--- src/rtl/memory_bus_arbiter.sv ---
// CPU/DMA arbiter for the 8-bit memory bus: fixed IDLE->ACCESS->COMPLETE sequence, map check, ack.
// Build option ARB_FIXED_PRIO_EN: CPU always wins ties (default is round-robin with burst limit).
module memory_bus_arbiter #(
  parameter logic [7:0]  ROM_TOP   = 8'h7F,
  parameter logic [7:0]  RW_TOP    = 8'hDF,
  parameter logic [7:0]  OUT_BASE  = 8'hE0,
  parameter logic [7:0]  IN_BASE   = 8'hF0,
  parameter int unsigned BURST_MAX = 4
) (
  input  logic       clock,
  input  logic       reset,
  input  logic       cpu_req,
  input  logic       cpu_we,
  input  logic [7:0] cpu_addr,
  input  logic [7:0] cpu_wdata,
  output logic       cpu_gnt,
  output logic       cpu_ack,
  output logic [7:0] cpu_rdata,
  output logic       cpu_err,
  input  logic       dma_req,
  input  logic       dma_we,
  input  logic [7:0] dma_addr,
  input  logic [7:0] dma_wdata,
  output logic       dma_gnt,
  output logic       dma_ack,
  output logic [7:0] dma_rdata,
  output logic       dma_err,
  output logic [7:0] mem_addr,
  output logic [7:0] mem_wdata,
  output logic       mem_we,
  input  logic [7:0] mem_rdata
);

  typedef enum logic [1:0] {IDLE, ACCESS, COMPLETE} state_t;

  state_t     state, state_next;
  logic       owner;            // 0 = CPU, 1 = DMA
  logic       lat_we;
  logic [7:0] lat_addr, lat_wdata;
  logic       cpu_elig, dma_elig, grant, winner;
  logic       legal_rd, legal_wr, legal;

`ifdef ARB_FIXED_PRIO_EN
`else
  localparam int unsigned    BW        = $clog2(BURST_MAX + 1);
  localparam logic [BW-1:0]  BURST_LIM = BW'(BURST_MAX);
  logic          last_owner;
  logic [BW-1:0] burst_cnt;
`endif

  assign cpu_elig = cpu_req & ~cpu_ack;
  assign dma_elig = dma_req & ~dma_ack;

  assign legal_rd = (lat_addr <= RW_TOP) || (lat_addr >= IN_BASE);
  assign legal_wr = ((lat_addr > ROM_TOP) && (lat_addr <= RW_TOP)) ||
                    ((lat_addr >= OUT_BASE) && (lat_addr < IN_BASE));
  assign legal    = lat_we ? legal_wr : legal_rd;

  always_comb begin
    state_next = state;
    grant      = 1'b0;
    winner     = dma_elig;
    cpu_gnt    = 1'b0;
    dma_gnt    = 1'b0;
    mem_addr   = '0;
    mem_wdata  = '0;
    mem_we     = 1'b0;
    if (cpu_elig && dma_elig) begin
`ifdef ARB_FIXED_PRIO_EN
      winner = 1'b0;
`else
      // burst_cnt==0 only after reset: no burst in progress, so last_owner yields
      winner = ((burst_cnt != '0) && (burst_cnt < BURST_LIM)) ? last_owner : ~last_owner;
`endif
    end
    case (state)
      IDLE: begin
        if (cpu_elig || dma_elig) begin
          grant      = 1'b1;
          state_next = ACCESS;
        end
      end
      ACCESS: begin
        state_next = COMPLETE;
        cpu_gnt    = ~owner;
        dma_gnt    = owner;
        mem_addr   = lat_addr;
        mem_wdata  = lat_wdata;
        mem_we     = lat_we & legal_wr;
      end
      COMPLETE: begin
        state_next = IDLE;
        cpu_gnt    = ~owner;
        dma_gnt    = owner;
        mem_addr   = lat_addr;
      end
      default: state_next = IDLE;
    endcase
  end

  always_ff @(posedge clock) begin
    if (reset) begin
      state     <= IDLE;
      owner     <= 1'b0;
      lat_we    <= 1'b0;
      lat_addr  <= '0;
      lat_wdata <= '0;
      cpu_ack   <= 1'b0;
      dma_ack   <= 1'b0;
      cpu_rdata <= '0;
      dma_rdata <= '0;
      cpu_err   <= 1'b0;
      dma_err   <= 1'b0;
`ifdef ARB_FIXED_PRIO_EN
`else
      last_owner <= 1'b1;
      burst_cnt  <= '0;
`endif
    end else begin
      state   <= state_next;
      cpu_ack <= 1'b0;
      dma_ack <= 1'b0;
      if (grant) begin
        owner     <= winner;
        lat_we    <= winner ? dma_we    : cpu_we;
        lat_addr  <= winner ? dma_addr  : cpu_addr;
        lat_wdata <= winner ? dma_wdata : cpu_wdata;
`ifdef ARB_FIXED_PRIO_EN
`else
        last_owner <= winner;
        if (winner == last_owner) begin
          if (burst_cnt != BURST_LIM) burst_cnt <= burst_cnt + 1'b1;
        end else begin
          burst_cnt <= BW'(1);
        end
`endif
      end
      if (state == COMPLETE) begin
        if (owner) begin
          dma_ack   <= 1'b1;
          dma_rdata <= (legal && !lat_we) ? mem_rdata : 8'h00;
          dma_err   <= ~legal;
        end else begin
          cpu_ack   <= 1'b1;
          cpu_rdata <= (legal && !lat_we) ? mem_rdata : 8'h00;
          cpu_err   <= ~legal;
        end
      end
    end
  end

endmodule
--- config.mk ---
export PLATFORM = sky130hd
export DESIGN_NAME = memory_bus_arbiter
export DESIGN_NICKNAME = d
export VERILOG_FILES = /design/src/rtl/memory_bus_arbiter.sv
export SDC_FILE = /design/constraint.sdc
export NUM_CORES = 1
export LEC_CHECK = 0
export ABC_CLOCK_PERIOD_IN_PS = 2250
export BUFFER_PORTS_ARGS = -buffer_cell sky130_fd_sc_hd__buf_2
export CAP_MARGIN = 20
export CORE_ASPECT_RATIO = 1.75
export CORE_UTILIZATION = 50
export CTS_BUF_LIST = sky130_fd_sc_hd__clkbuf_2 sky130_fd_sc_hd__clkbuf_4 sky130_fd_sc_hd__clkbuf_8
export DETAILED_ROUTE_END_ITERATION = 10
export GPL_TIMING_DRIVEN = 0
export PLACE_DENSITY = 0.82
export REMOVE_ABC_BUFFERS = 1
export SYNTH_ARGS = -nofsm -noshare
export SYNTH_HDL_FRONTEND = slang
export SYNTH_SLANG_ARGS = --single-unit
--- constraint.sdc ---
create_clock -name clock -period 2.25 [get_ports clock]
set_input_delay 0 -clock clock [delete_from_list [all_inputs] [get_ports clock]]
set_output_delay 0 -clock clock [all_outputs]
set_load 0.02 [all_outputs]
# After elaboration in Yosys (flattened, before gate mapping)
# Index checks and enable logic that the tools add are counted.
totals:
  ff_bits: 44
  inputBits: 46
  out_inout_bits: 39
  word_cells: 71
classes:
  addsub: 1
  n_lt_le_gt_ge: 6
  n_eq_ne: 6
  muxes: 20
  n_bitwise: 9
  n_reduce_logical: 16
op_table:
  columns: ["operator", "n"]
  rows:
  - ["2-to-1 mux 8 bit", 5]
  - ["greater-or-equal comparator 8 bit, second input constant", 2]
  - ["2-to-1 mux 1 bit", 11]
  - ["greater-than comparator 8 x 7 -> 1 bit, second input constant", 1]
  - ["less-or-equal comparator 8 bit, second input constant", 1]
  - ["< comparator 8 bit, second input constant", 1]
  - ["2-to-1 mux 3 bit", 2]
  - ["inverter 1 bit", 6]
  - ["AND reduction 2 bit", 3]
  - ["logical AND 1 bit", 5]
  - ["case mux 2 bit (2 select lines)", 1]
  - ["OR reduction 2 bit", 2]
  - ["adder 3 x 1 -> 3 bit, second input constant", 1]
  - ["AND 1 bit", 3]
  - ["logical OR 1 bit", 3]
  - ["< comparator 3 bit, second input constant", 1]
  - ["inequality test 3 bit, second input constant", 1]
  - ["nonzero test 3 bit", 1]
  - ["equality test 2 x 1 -> 1 bit, second input constant", 1]
  - ["equality test 2 bit, second input constant", 1]
  - ["logical NOT 2 bit", 1]
  - ["2-to-1 mux 2 bit", 1]
  - ["inequality test 2 x 1 -> 1 bit, second input constant", 1]
  - ["inequality test 2 bit, second input constant", 1]
  - ["2 further kinds", 2]

# Logic depth before layout (Yosys ltp)
depth:
  word_depth: 7
  depth_mapped: 8
  ltp_nobuf: 6

# Worst setup path after synthesis
# OpenSTA, ideal clock, no wires.
synth_path:
  path_type: "register to register"
  from: "reg burst_cnt[0]"
  to: "reg lat_addr[0]"
  setup_time_ns: 0.119
  t_arrival_ns: 1.550
  path_slack_ns: 0.581
  stages_incl_launch_ff: 9
  path_buffers: 2
  period_less_slack_ns: 1.669
  path_cell_list: "dfxtp_1 > inv_1 > ha_1 > nor2_4 > xnor2_1 > a211o_1 > buf_6 > buf_6 > o221a_1"
synth_between:
  elab_chain_len: 5
synth_lines:
  columns: ["element", "line_no", "rtl"]
  rows:
  - ["from (decl)", "48", "logic [BW-1:0] burst_cnt;"]
  - ["from (signal assigned)", "132", "if (burst_cnt != BURST_LIM) burst_cnt <= burst_cnt + 1'b1;"]
  - ["< comparator 3 bit / nonzero test 3 bit (equally long branches)", "73", "winner = ((burst_cnt != '0) && (burst_cnt < BURST_LIM)) ? last_owner : ~last_owner;"]
  - ["logical AND 1 bit (*)", "73", null]
  - ["2-to-1 mux 1 bit (*)", "73", null]
  - ["2-to-1 mux 1 bit (*)", "68", "if (cpu_elig && dma_elig) begin"]
  - ["2-to-1 mux 8 bit (*)", "126", "lat_addr <= winner ? dma_addr : cpu_addr;"]
  - ["to (signal assigned)", "126", null]
  - ["to (decl)", "39", "logic [7:0] lat_addr, lat_wdata;"]
# Every way passes the cells marked *; elsewhere a longest branch is shown, timed or not.
# A chain may end at the register's enable or synchronous reset.

# Final worst setup path
layout_path:
  from: "reg burst_cnt[0]"
  to: "reg lat_wdata[3]"
layout_between:
  elab_chain_len: 5
layout_lines:
  columns: ["element", "line_no", "rtl"]
  rows:
  - ["< comparator 3 bit / nonzero test 3 bit (equally long branches)", "73", null]
  - ["logical AND 1 bit (*)", "73", null]
  - ["2-to-1 mux 1 bit (*)", "73", null]
  - ["2-to-1 mux 1 bit (*)", "68", null]
  - ["2-to-1 mux 8 bit (*)", "127", "lat_wdata <= winner ? dma_wdata : cpu_wdata;"]
  - ["to (signal assigned)", "127", null]
  - ["to (decl)", "39", null]
# Marks and branches as above.

==> impl_summary.md <==
Die
The area inside the core boundary is ~0.004 sq mm. The number of rows created at floorplan is 30. The die outline area is 0.00445 sq mm. The count of pins on the block boundary is 85. For this configuration, the core starts out at a cell density of a little over half. The die outline height is 87.5 um. The horizontal die dimension is 50.9 um.

STA
The number of hold violations in the final report is 0. Setup violations remaining at the end of the flow were counted as 0. For the final database, setup skew stands at roughly 0.0090 ns. The worst relative slew slack is 42.5%. The routed design could run at a clock period as short as approximately 2.0 ns.

The final-report max-slew violation count is 0. At the pin with the least slew margin, the transition time is 0.859 ns. Setup repair after global routing left no endpoint under its margin. For this run, the top clock speed supported by timing is around 490 MHz. The final critical-path share of the clock period is 89.9%. The sum of negative setup slack is 0 ns.

Placement
The routability congestion estimate from global placement is 0.801. Once placement completed, the tool counted placed cells totaling between 300 and 400. The number of buffer cells added on primary ports is 84. The detailed placement HPWL is 3540 um.

CTS
TritonCTS created 5 clock buffers. The source-to-sink clock delay at the later pin of the worst-skew pair is roughly 0.3 ns. The cell chosen for the clock root is sky130_fd_sc_hd__clkbuf_8. Clock-pin slew was measured on the worst setup and hold paths at 0.09 ns. TritonCTS built the clock tree. The number of H-tree levels is 2. The largest buffer count on any clock path is 2. The number of gates resized after CTS is 0. The number of sinks driven by the clock tree is 44.

Logic synthesis
The count of different cell masters after synthesis is 37. The total of warnings raised by yosys is 0. Yosys attributes the largest share of cell area to sky130_fd_sc_hd__dfxtp_1 42%, sky130_fd_sc_hd__a21oi_1 9.6%, sky130_fd_sc_hd__and2_1 5.7%, sky130_fd_sc_hd__o221a_1 4.8%, sky130_fd_sc_hd__nand3_1 4.5%.

The mean area per synthesized cell is 8.64 sq um. Synthesis handed over a netlist of 242 instances. The number of register bits inferred by synthesis is 44. The top cell type's share of synthesized area is between 40% and 50%. Of the synthesized area, sequential elements account for 42.1%.

The cell type with the largest total area after synthesis is sky130_fd_sc_hd__dfxtp_1. The cell area that synthesis handed to floorplanning was 0.00209 sq mm.

Route
The detail-routed via count per cell is 5.59. Signal routing reaches up to met4. The final wirelength is 6390 um. The count of vias placed by the detailed router is about 2300. Dividing the detail-routed wire length by the instance count gives 15.7 um. Before antenna repair, the detailed router went through 4 iterations. The total met2 wirelength after detailed routing is 3330 um. The wire length on met3 is around 440 um. The count of nets left with antenna violations after detail routing is 0. The detailed router put a total of between 2000 and 2500 um of wire on met1. After the first detailed-routing iteration, the DRC count stood at 69. After detailed routing, the number of remaining DRC violations is 0.

Finish
The top cell types in the final layout, fill and taps aside, are 84 x sky130_fd_sc_hd__buf_2, 44 x sky130_fd_sc_hd__dfxtp_1, 42 x sky130_fd_sc_hd__dlygate4sd3_1. The number of antenna diodes is 0. The share of final-layout standard cells stronger than drive strength 1 is ~29%.

The final core utilization is between 70% and 80%. The finished layout holds 407 standard cells, fillers aside. The library cell used most frequently in the layout, excluding fill and tap cells, is sky130_fd_sc_hd__buf_2. At the end of the flow, the number of nets in the layout was 410.

Compared with the post-synthesis result, the final layout area differs by 43.0%.

Global routing
The via count of the first global-routing pass came to about 2200. The global-route wire length before repair is 10100 um. The aggregate global routing overflow is 0. Entering global routing, the biggest net connects 45 pins. The number of antenna violations at the first check in global routing is 0. The total routing usage reported by global routing is 30.2%.

Worst setup path
The data arrival at the endpoint of the critical path is 2.25 ns. The cell depth of the worst flop-to-flop path is 6. The top fanout value on the critical path is 18.

STA classifies the critical path endpoint as a flop. The worst setup path is launched from a flop. The required time reported for the critical path endpoint is 2.48 ns.

The critical path goes through inv_1 -> ha_1 -> nor2_4 -> xnor2_1 -> o211ai_2 -> o221a_1. For this run, the slowest stage of the critical path takes 0.69 ns. The critical setup path kind is reg2reg. Among all stages on the critical path, the largest delay is contributed by sky130_fd_sc_hd__o211ai_2.

Power and ir drop
Power spread over the standard cell area amounts to 651 mW/mm^2. The worst ir drop on vdd is 0.481 mV. The static leakage is 0.00136 uW.

Min path
The worst hold path belongs to the class in2reg. Along the worst hold path, the cell count comes to 3.

Run
The number of max-cap violations is 0.

Run status
The flow ran to the end, and the final reports show no timing, DRC or antenna violations.
-- cells in the mapped netlist (all sizes together) --
cell type   n
a211o       1
a211oi      2
a21o        2
a21oi      40
a311oi      1
a31oi       2
and2       19
and4b       1
buf         8
clkbuf      9
dfxtp      44
ha          6
inv        22
mux2i       2
nand2      19
nand2b      3
nand3      19
nor2        6
nor2b       5
nor3        1
nor4        1
o211a       1
o211ai      2
o21ai       3
o221a      17
o31ai       2
o32a        1
or3         1
or4b        1
xnor2       1
-- final timing paths --
kind	start	end	slack, ns
max	burst_cnt[0]	lat_wdata[3]	0.23
min	dma_req	state[0]	0.17
min reg2reg	cpu_rdata[5]	cpu_rdata[5]	0.46
max reg2reg	burst_cnt[0]	lat_wdata[3]	0.23
-- cell families (layout without fill, tap and decap cells) --
logic type | Yosys count | count (layout) | share of synthesized area, %
AO/OA/AOI/OAI | 74 | 74 | 25.4
multiplexers | 2 | 2 | 0.958
buffers and inverters | 39 | 156 | 8.20
AND/OR/NAND/NOR | 76 | 76 | 19.3
adder cells (fa/ha/maj) | 6 | 6 | 3.59
flip-flops | 44 | 44 | 42.1
XOR/XNOR | 1 | 1 | 0.419
-- power by group --
part / total (uW) / internal (uW) / leakage [uW] / switching (uW)
clock network: 488 / 217 / 0.0000479 / 272
logic: 556 / 240 / 0.000955 / 316
registers: 904 / 850 / 0.000361 / 53.9
-- critical path: cells and delay by family, from the launching register on --
kind	cells	cell delay, ns
flops	1	0.38
buf+inv	1	0.06
fa+ha+maj	1	0.26
compound gates	2	1.04
simple gates	1	0.13
xor+xnor	1	0.10
-- final cells by class --
class	instances	area [sq um]
repair buffers	126	841
well taps	48	60.1
fillers	276	951
flip-flops and latches	44	881
clock inverters	3	18.8
multi-input cells	159	1040
inverters	22	82.6
clock buffers	5	68.8
-- registers in the layout, indices dropped and copies added (netlist names) --
register    flops
last_owner      1
lat_addr        8
dma_err         1
state           2
owner           1
cpu_err         1
lat_we          1
dma_rdata       8
cpu_ack         1
dma_ack         1
lat_wdata       8
cpu_rdata       8
burst_cnt       3
-- metrics by stage --
| step | power (uW) | instance area [sq um] | setup WS (ns) | hold slack (ns) |
|---|---|---|---|---|
| after floorplan | 1220 | 2000 | 0.599 | 0.0691 |
| after global placement | 1370 | 2480 | 0.370 | 0.256 |
| after detailed placement | 1390 | 2480 | 0.311 | 0.267 |
| after CTS | 1930 | 2990 | 0.298 | 0.148 |
| after global routing | 2050 | 2990 | 0.113 | 0.184 |
| final | 1950 | 2990 | 0.228 | 0.165 |
-- timing repair --
item	4_1_cts	5_1_grt
endpoints found under the hold margin	33	0
setup endpoints to repair	0	0
hold buffers	42	0
setup buffers	0	0
-- per-layer routing --
metal	GRT usage, %	up-vias
met2	54.3	110
li1	-	1079
met4	12.6	0
met5	0	-
met1	32.4	1065
met3	8.51	22
(Power assumes the default switching activity.)
